==> config.mk <==
export PLATFORM = sky130hd
export DESIGN_NAME = tsc_readout_ctrl
export DESIGN_NICKNAME = d
export VERILOG_FILES = /design/src/rtl/tsc_pkg.sv /design/src/rtl/tsc_ring_buf.sv /design/src/rtl/tsc_readout_ctrl.sv
export SDC_FILE = /design/constraint.sdc
export NUM_CORES = 1
export LEC_CHECK = 0
export ABC_CLOCK_PERIOD_IN_PS = 4600
export CAP_MARGIN = 30
export CELL_PAD_IN_SITES_DETAIL_PLACEMENT = 1
export CELL_PAD_IN_SITES_GLOBAL_PLACEMENT = 2
export CORE_ASPECT_RATIO = 0.6
export CORE_MARGIN = 2
export CORE_UTILIZATION = 46
export DETAILED_ROUTE_END_ITERATION = 16
export PLACE_DENSITY_LB_ADDON = 0.1
export SLEW_MARGIN = 20
export SYNTH_ARGS = -nofsm -noshare
export SYNTH_HDL_FRONTEND = slang
export SYNTH_SLANG_ARGS = --single-unit
==> constraint.sdc <==
create_clock -name clk -period 4.6 [get_ports clk]
set_clock_uncertainty 0.1 [all_clocks]
set_input_delay 0.46 -clock clk [delete_from_list [all_inputs] [get_ports clk]]
set_output_delay 0.46 -clock clk [all_outputs]
set_load 0.005 [all_outputs]
==> src/rtl/tsc_pkg.sv <==
// Shared types and sizing for the timestamp-capture readout controller.
package tsc_pkg;

   localparam int unsigned TS_WIDTH_DEF = 32;
   localparam int unsigned BYTES_PER_TS = TS_WIDTH_DEF / 8;

   // Controller states
   typedef enum logic [1:0] {
      ST_IDLE    = 2'd0,
      ST_RUNNING = 2'd1,
      ST_SEND    = 2'd2,
      ST_DONE    = 2'd3
   } state_t;

   // Bytes needed to serialize one timestamp of width w
   function automatic int unsigned bytes_per(input int unsigned w);
      return w / 8;
   endfunction

endpackage

==> src/rtl/tsc_ring_buf.sv <==
// Ring buffer of captured timestamps: write at head with overwrite-on-full,
// read at tail with pop. count tracks occupancy so full and empty are distinct.
// Ports:
//   clk, reset       clock, synchronous active-high reset (empties the buffer)
//   wr_en, wr_data   push a timestamp; when full the oldest entry is dropped
//   pop              discard the entry at tail
//   rd_data          entry at tail (oldest)
//   count            entries held, 0..DEPTH
//   full             count == DEPTH
module tsc_ring_buf
   import tsc_pkg::*;
#(
   parameter int unsigned DEPTH    = 8,
   parameter int unsigned TS_WIDTH = TS_WIDTH_DEF,
   parameter int unsigned PTR_W    = 3
) (
   input  logic                clk,
   input  logic                reset,
   input  logic                wr_en,
   input  logic [TS_WIDTH-1:0] wr_data,
   input  logic                pop,
   output logic [TS_WIDTH-1:0] rd_data,
   output logic [PTR_W:0]      count,
   output logic                full
);

   logic [TS_WIDTH-1:0] mem [DEPTH];
   logic [PTR_W-1:0]    head_q;
   logic [PTR_W-1:0]    tail_q;
   logic [PTR_W:0]      count_q;

   assign full    = (count_q == (PTR_W+1)'(DEPTH));
   assign count   = count_q;
   assign rd_data = mem[tail_q];

   // Storage carries no reset; only the pointers define validity
   always_ff @(posedge clk) begin
      if (wr_en) mem[head_q] <= wr_data;
   end

   // Pointers wrap naturally at DEPTH (power of two). Writes and pops never
   // coincide: the controller writes only while capturing and pops only while draining.
   always_ff @(posedge clk) begin
      if (reset) begin
         head_q  <= '0;
         tail_q  <= '0;
         count_q <= '0;
      end else begin
         if (wr_en) head_q <= head_q + PTR_W'(1);
         if (pop || (wr_en && full)) tail_q <= tail_q + PTR_W'(1);
         if (wr_en && !full)         count_q <= count_q + (PTR_W+1)'(1);
         else if (pop)               count_q <= count_q - (PTR_W+1)'(1);
      end
   end

endmodule

==> src/rtl/tsc_readout_ctrl.sv <==
// Timestamp-capture controller: runs the timestamp timer, captures it into a
// ring buffer on trigger rising edges, and drains the buffer oldest-first as an
// MS-byte-first stream over a request_to_send/ack handshake.
// Ports:
//   clk, reset        clock, synchronous active-high reset
//   start, stop       enter / leave capturing (RUNNING)
//   trig              trigger; rising edge captures the timer while RUNNING
//   send_buf          request a drain of the buffer
//   ack               consumer accepts the offered byte
//   request_to_send   byte offered on data_out
//   data_out          current byte (0 when nothing offered)
//   complete_data     one-cycle pulse when a drain finishes
//   ready, running    commands accepted / capturing
//   count, overflow   buffer occupancy / entry lost since last drain (sticky)
module tsc_readout_ctrl
   import tsc_pkg::*;
#(
   parameter int unsigned DEPTH    = 8,
   parameter int unsigned TS_WIDTH = TS_WIDTH_DEF,
   parameter int unsigned PTR_W    = 3
) (
   input  logic             clk,
   input  logic             reset,
   input  logic             start,
   input  logic             stop,
   input  logic             trig,
   input  logic             send_buf,
   input  logic             ack,
   output logic             request_to_send,
   output logic [7:0]       data_out,
   output logic             complete_data,
   output logic             ready,
   output logic             running,
   output logic [PTR_W:0]   count,
   output logic             overflow
);

   localparam int unsigned BYTES  = bytes_per(TS_WIDTH);
   localparam int unsigned BIDX_W = (BYTES > 1) ? $clog2(BYTES) : 1;

   state_t              state_q, state_d;
   state_t              ret_q, ret_d;
   logic [TS_WIDTH-1:0] timer_q;
   logic                trig_q;
   logic [BIDX_W-1:0]   byte_idx_q;
   logic                rts_q, rts_d;
   logic                complete_q;
   logic                ready_q;
   logic                running_q;
   logic                overflow_q;
   logic                timer_clr;
   logic [TS_WIDTH-1:0] rb_rd_data;
   logic [PTR_W:0]      rb_count;
   logic                rb_full;
   logic [7:0]          byte_c;

   wire trig_edge  = trig & ~trig_q;
   wire capture    = trig_edge && (state_q == ST_RUNNING);
   wire last_byte  = (byte_idx_q == BIDX_W'(BYTES - 1));
   wire last_entry = (rb_count == (PTR_W+1)'(1));
   wire xfer       = (state_q == ST_SEND) && rts_q && ack;
   wire pop        = xfer && last_byte;
   wire timer_run  = (state_q == ST_RUNNING) ||
                     (((state_q == ST_SEND) || (state_q == ST_DONE)) && (ret_q == ST_RUNNING));

   tsc_ring_buf #(
      .DEPTH    (DEPTH),
      .TS_WIDTH (TS_WIDTH),
      .PTR_W    (PTR_W)
   ) u_ring_buf (
      .clk     (clk),
      .reset   (reset),
      .wr_en   (capture),
      .wr_data (timer_q),
      .pop     (pop),
      .rd_data (rb_rd_data),
      .count   (rb_count),
      .full    (rb_full)
   );

   // Next-state and registered-output decode
   always_comb begin
      state_d   = state_q;
      ret_d     = ret_q;
      rts_d     = 1'b0;
      timer_clr = 1'b0;
      unique case (state_q)
         ST_IDLE: begin
            if (send_buf) begin
               state_d = ST_SEND;
               ret_d   = ST_IDLE;
               rts_d   = (rb_count != '0);
            end else if (start) begin
               state_d   = ST_RUNNING;
               timer_clr = 1'b1;
            end
         end
         ST_RUNNING: begin
            if (send_buf) begin
               state_d = ST_SEND;
               ret_d   = ST_RUNNING;
               // a capture on this edge joins the drain
               rts_d   = (rb_count != '0) || capture;
            end else if (stop) begin
               state_d = ST_IDLE;
            end
         end
         ST_SEND: begin
            if (!rts_q) begin
               state_d = ST_DONE;
            end else if (ack && last_byte && last_entry) begin
               state_d = ST_DONE;
            end else begin
               rts_d = 1'b1;
            end
         end
         ST_DONE: state_d = ret_q;
         default: state_d = ST_IDLE;
      endcase
   end

   always_ff @(posedge clk) begin
      if (reset) begin
         state_q    <= ST_IDLE;
         ret_q      <= ST_IDLE;
         timer_q    <= '0;
         trig_q     <= 1'b0;
         byte_idx_q <= '0;
         rts_q      <= 1'b0;
         complete_q <= 1'b0;
         ready_q    <= 1'b1;
         running_q  <= 1'b0;
         overflow_q <= 1'b0;
      end else begin
         state_q    <= state_d;
         ret_q      <= ret_d;
         trig_q     <= trig;
         rts_q      <= rts_d;
         complete_q <= (state_d == ST_DONE);
         ready_q    <= (state_d == ST_IDLE) || (state_d == ST_RUNNING);
         running_q  <= (state_d == ST_RUNNING);

         if (timer_clr)      timer_q <= '0;
         else if (timer_run) timer_q <= timer_q + TS_WIDTH'(1);

         if (state_q != ST_SEND) byte_idx_q <= '0;
         else if (xfer)          byte_idx_q <= last_byte ? '0 : byte_idx_q + BIDX_W'(1);

         if (state_q == ST_DONE)       overflow_q <= 1'b0;
         else if (capture && rb_full)  overflow_q <= 1'b1;
      end
   end

   // Byte select, most-significant byte first
   always_comb begin
      byte_c = 8'h00;
      for (int i = 0; i < BYTES; i++) begin
         if (byte_idx_q == BIDX_W'(BYTES - 1 - i)) byte_c = rb_rd_data[i*8 +: 8];
      end
   end

   assign request_to_send = rts_q;
   assign data_out        = rts_q ? byte_c : 8'h00;
   assign complete_data   = complete_q;
   assign ready           = ready_q;
   assign running         = running_q;
   assign count           = rb_count;
   assign overflow        = overflow_q;

endmodule

* Word level (Yosys, flattened, before mapping)
Memories as Yosys holds them, arrays and structs flattened. A register that Yosys moved wholly into a read port is not among the register bits.
Index checks and enable logic that the tools add are counted.
** Storage, ports and cells
- Flip-flop bits (word level) :: 54
- Memory bits (writable) :: 256
- Bits of input ports :: 7
- Logic and storage cells :: 91
- Memories :: 1
** Cells by class
- Add/sub/neg operators :: 6
- Equal/unequal tests :: 14
- Mux-type cells :: 30
- Bitwise logic cells :: 2
- Reductions and logical operators :: 25
** Memory list
- u_ring_buf.mem :: words 8, width 32, read ports 1, clocked after Yosys merged registers in 1, wr ports 1, RTL line tsc_ring_buf.sv:27 : logic [TS_WIDTH-1:0] mem [DEPTH];
** Operators by type and width (number)
- $mux W8 :: 5
- $add A32 B1 Y32 const B :: 1
- $mux W2 :: 9
- $eq A2 B2 Y1 const B :: 5
- $logic_and A1 B1 Y1 :: 9
- $mux W1 :: 9
- $eq A2 B1 Y1 const B :: 4
- $mux W4 :: 2
- $pmux W2 S4 :: 1
- $add A3 B1 Y3 const B :: 2
- $logic_not A2 Y1 :: 3
- $mux W3 :: 2
- $ne A2 B2 Y1 const B :: 3
- $reduce_or A2 Y1 :: 3
- $logic_or A1 B1 Y1 :: 5
- $add A4 B1 Y4 const B :: 1
- $eq A4 B1 Y1 const B :: 1
- $eq A4 B4 Y1 const B :: 1
- $pmux W2 S2 :: 1
- $reduce_bool A2 Y1 :: 2
- $reduce_bool A4 Y1 :: 1
- $sub A4 B1 Y4 const B :: 1
- $pmux W1 S3 :: 1
- $reduce_and A3 Y1 :: 1
- 4 further kinds :: 4

* Longest topological paths before layout
- Depth after elaboration :: 8
- Depth in mapped cells :: 8
- Depth with buffers taken out :: 7

* Hierarchy
A second synthesis with hierarchy kept.
** Second synthesis, totals
- Cells, all modules :: 731
- Area, all modules :: 12625.9 µm²
** By module, submodules not included
- tsc_ring_buf :: instances 1, cells each 443, area each 10223.6 µm², seq. area each 7947.6 µm²
- tsc_readout_ctrl :: instances 1, cells each 288, area each 2402.3 µm², seq. area each 860.8 µm²

* Least setup slack after synthesis
Ideal clock, no wire load.
- Path kind :: register to register
- Start point :: reg state_q[0]
- End point :: mem u_ring_buf.mem[0][0] (netlist bit), enable pin
- Library setup time :: 461 ps
- Arrival :: 3222 ps
- Required time :: 4039 ps
- Path slack :: 817 ps
- Cell stages (with the launch flop) :: 5
- Period minus slack after synthesis :: 3783 ps
- Cell sequence :: dfxtp_1 -> clkbuf_1 -> and4bb_2 -> nand2b_1 -> nor3_1
** On the way
- Cells in the longest elaborated chain, start to end :: 4
** RTL lines
- start: declaration :: RTL line tsc_readout_ctrl.sv:41 : state_t state_q, state_d;
- start signal: assignment :: RTL line tsc_readout_ctrl.sv:135 : state_q <= state_d;
- $eq A2 B1 Y1 :: RTL line tsc_readout_ctrl.sv:58 : wire capture = trig_edge && (state_q == ST_RUNNING);
- $logic_and A1 B1 Y1 :: RTL line tsc_readout_ctrl.sv:58
- $mux W1 :: RTL line tsc_ring_buf.sv:38 : if (wr_en) mem[head_q] <= wr_data;
- $mux W1 (not written as such) :: RTL line tsc_ring_buf.sv:38
- end: declaration :: RTL line tsc_ring_buf.sv:27
No other way between the ends.

==> impl_metrics.toml <==
[worst_setup_path]
r2r_end = "timer_q[29]$_SDFFE_PP0P_"
rrSetupSlack_ps = 1910
reg2reg_depth = 5
crit_type = "reg2out"
crit_required_ps = 4040
timing.rr.start = "timer_q[12]$_SDFFE_PP0P_"
endpoint_kind = "primary output"
cp_data_arrival_time_ps = 3320
crit_fanout = 29
start_kind = "flip-flop"

[synthesis]
ys_types = 48
synth_area_mm2 = 0.0125
synth_mux_area_share_pct = 13.0
yosys.area_share.simple_pct = 7.51
synthesis.nets = 809
synthFlopType = "edfxtp_1"
synth-compound-area-share_pct = 4.53
yosysSeqAreaShare_pct = 70.3
yosysWarningCount = 0
synth_top_family_by_area = "multiplexers"
synthXorXnorAreaFrac_pct = 2.03
async_reset_ff_share_pct = 0
synth_top_area_cell = "edfxtp_1"
post_synth_fa_ha_maj_area_fraction_pct = 0.999
synth_top_area_share_pct = 61.4
synth_edf_count = 256
synth.area.top_cells = "edfxtp_1 61%, dfxtp_1 8.9%, mux4_2 5.8%"
post_synth_inst_count = 792
synth-seq-cells = 312
synth.avg_cell_area_um2 = 15.8

[power]
fin_total_pwr_mw = 5.57
p_clk_share_pct = 43.3
p_sw_mw = 1.11
leakagePower_nw = 4.45
p_comb_share_pct = 1.9
seq_power_share_pct = 54.9
powerDensity_mw_per_mm2 = 390
p_int_mw = 4.46
ir_drop_mv = 0.281
sw_frac_of_total_pct = 19.9

[clock_network]
insertion_delay_ps = 570
h-tree-depth = 1
ctsResizeCount = 0
cts_setup_buffers = 0
cts_buffers = 30
clk_pin_slew_worst_paths_ps = 60
hold_buffers = 0
cts_tree = "done"
clockBufferDepth = 3
cts_sinks = 312
root_buffer = "clkbuf_16"

[floorplan]
rows = 46
die-area_mm2 = 0.0286
die_y_um = 132
chipWidth_um = 217
io_pins = 24
core_area_mm2 = 0.0266
initial_core_util_pct = 47.1

[sta]
finalCritPeriodShare_pct = 84.3
finalSetupTns_ps = 0
timing.final.hold_violations = 0
period_minus_slack_ps = 3880
rsz0062_at_grt = "no"
max_freq_mhz = 258
finalSetupViolations = 0
tightest_slew_ps = 905
slew_violations = 0
slew_headroom_pct = 39.6

[global_routing]
grt_max_degree = 55
grt_overflow = 0
grt_antenna_before_repair = 0
track_usage_pct = 22.0
grt_pass1_vias = 7340
grt_first_pass_wirelength_mm = 47.0

[drt]
drt_first_iter_violations = 538
vias = 7035
antenna_left = 0
wl_per_cell_um = 25.5
vias_per_cell = 5.81
drt_pass1_iterations = 5
drt_wl_total_mm = 30.9
drc = 0

[finish]
syn_to_final_growth_pct = 13.8
n_antenna_cell = 0
nets = 844
drive_gt1_share_pct = 16.9

[hold_path]
hp-class = "reg2reg"
hold_depth = 2
hold_path.startpoint = "u_ring_buf.tail_q[1]$_SDFFE_PP0N_"

[placed_design]
portBuffers = 23
dp_hpwl_mm = 19.4
gp_congestion = 0.831

[outcome]
status = "complete, no violations"

[run]
drv_cap = 0
registers in the layout, indices dropped and copies added, names as in the netlist, 2 cells and up, named ones only:
| name | flops |
|---|---|
| u_ring_buf.tail_q | 3 |
| u_ring_buf.head_q | 3 |
| u_ring_buf.count | 4 |
| u_ring_buf.mem | 256 |
| state_q | 2 |
| byte_idx_q | 2 |
| timer_q | 32 |
worst max path at each step:
stage	from	to	slack (ps)	depth (start not counted)
after floorplan	state_q[0]$_SDFF_PP0_	u_ring_buf.mem[0][0]$_DFFE_PP_	820	4
after global placement	flip-flop	data_out[5]	1300	6
after detailed placement	flip-flop	data_out[5]	1300	6
after CTS	flip-flop	data_out[5]	700	6
after global routing	flip-flop	data_out[0]	590	6
final	flip-flop	data_out[2]	720	6
cell usage in the layout (no fill, tap or decap), drive strengths merged, types with 8 or more instances in the layout:
cell	count
dfxtp	56
o211ai	8
mux4	32
nand3	22
buf	21
ha	10
o21ai	16
mux2i	53
a31oi	17
nor3	12
edfxtp	256
a22oi	8
xnor2	20
mux2	33
a21oi	17
clkbuf	52
clkdlybuf4s50	23
inv	11
nand2	37
and4	9
nor2	53
a22o	8
xor2	9
o22ai	8
nor4	8
kinds of logic (layout without fill, tap and decap cells):
| group | Yosys count | after routing |
|---|---|---|
| flops | 312 | 312 |
| simple gates | 183 | 183 |
| mux | 118 | 118 |
| compound gates | 89 | 89 |
| buf+inv | 51 | 110 |
| xor+xnor | 29 | 29 |
| fa+ha+maj | 10 | 10 |
final cells by class:
type | count | area, um^2
Fill cell | 2500 | 12300
Sequential cell | 312 | 8810
Multi-Input combinational cell | 429 | 3570
Clock buffer | 52 | 936
Tap cell | 360 | 450
Timing Repair Buffer | 44 | 413
Inverter | 10 | 37.5
Clock inverter | 4 | 33.8
per-layer routing:
| layer | GRT usage, % | share of wire [%] |
|---|---|---|
| met4 | 4.34 | 1.6 |
| met2 | 32.3 | 44 |
| met3 | 3.67 | 4.1 |
| met1 | 34.6 | 50 |
| met5 | 0 | 0 |
power by group through the flow:
stage / sequential, mW / combinational (mW) / clock (mW)
2_1_floorplan: 3.11 / 0.0630 / 0
3_3_place_gp: 3.11 / 0.102 / 0
3_5_place_dp: 3.12 / 0.104 / 0
4_1_cts: 3.05 / 0.104 / 2.45
5_1_grt: 3.06 / 0.113 / 2.56
6_report: 3.05 / 0.103 / 2.41
stage by stage:
stage | std cells | hold WS (ps) | instance area, um^2 | util, % | setup slack, ps
after floorplan | 792 | 350 | 12500 | - | 817
after global placement | 1155 | 354 | 13300 | 50.0 | 1300
after detailed placement | 1155 | 402 | 13300 | 50.0 | 1300
after CTS | 1211 | 409 | 14300 | 53.6 | 697
after global routing | 1211 | 438 | 14300 | 53.6 | 593
final | 1211 | 401 | 14300 | 53.6 | 722
worst max-delay path, stage by stage (launching register included):
cell             delay (ps)
dfxtp_2                 810
nor2_1                  330
a22o_1                  280
o21ai_0                 290
o211ai_1                170
a31oi_1                 290
clkdlybuf4s50_1         570
cell usage after synthesis, types with 2 or more instances:
cell type and count:
nand3_1 22, nand4_2 2, edfxtp_1 256, xnor2_1 20
o21ai_0 16, a22oi_1 8, o211ai_1 8, a21oi_1 17
nand4_1 5, clkbuf_1 22, a31oi_1 17, and4_1 9
and2_1 3, nor3_1 12, nand2_1 37, a22o_1 8
or4_1 2, buf_1 8, inv_1 10, o22ai_1 8
buf_2 11, nand2b_1 7, nor4_1 8, nor2_1 53
ha_1 10, dfxtp_1 56, mux2i_1 53, nor2b_1 7
mux4_2 32, a211oi_1 2, or3_1 7, xor2_1 9
mux2_2 32
Note: power is estimated with default switching activity, not from simulation.
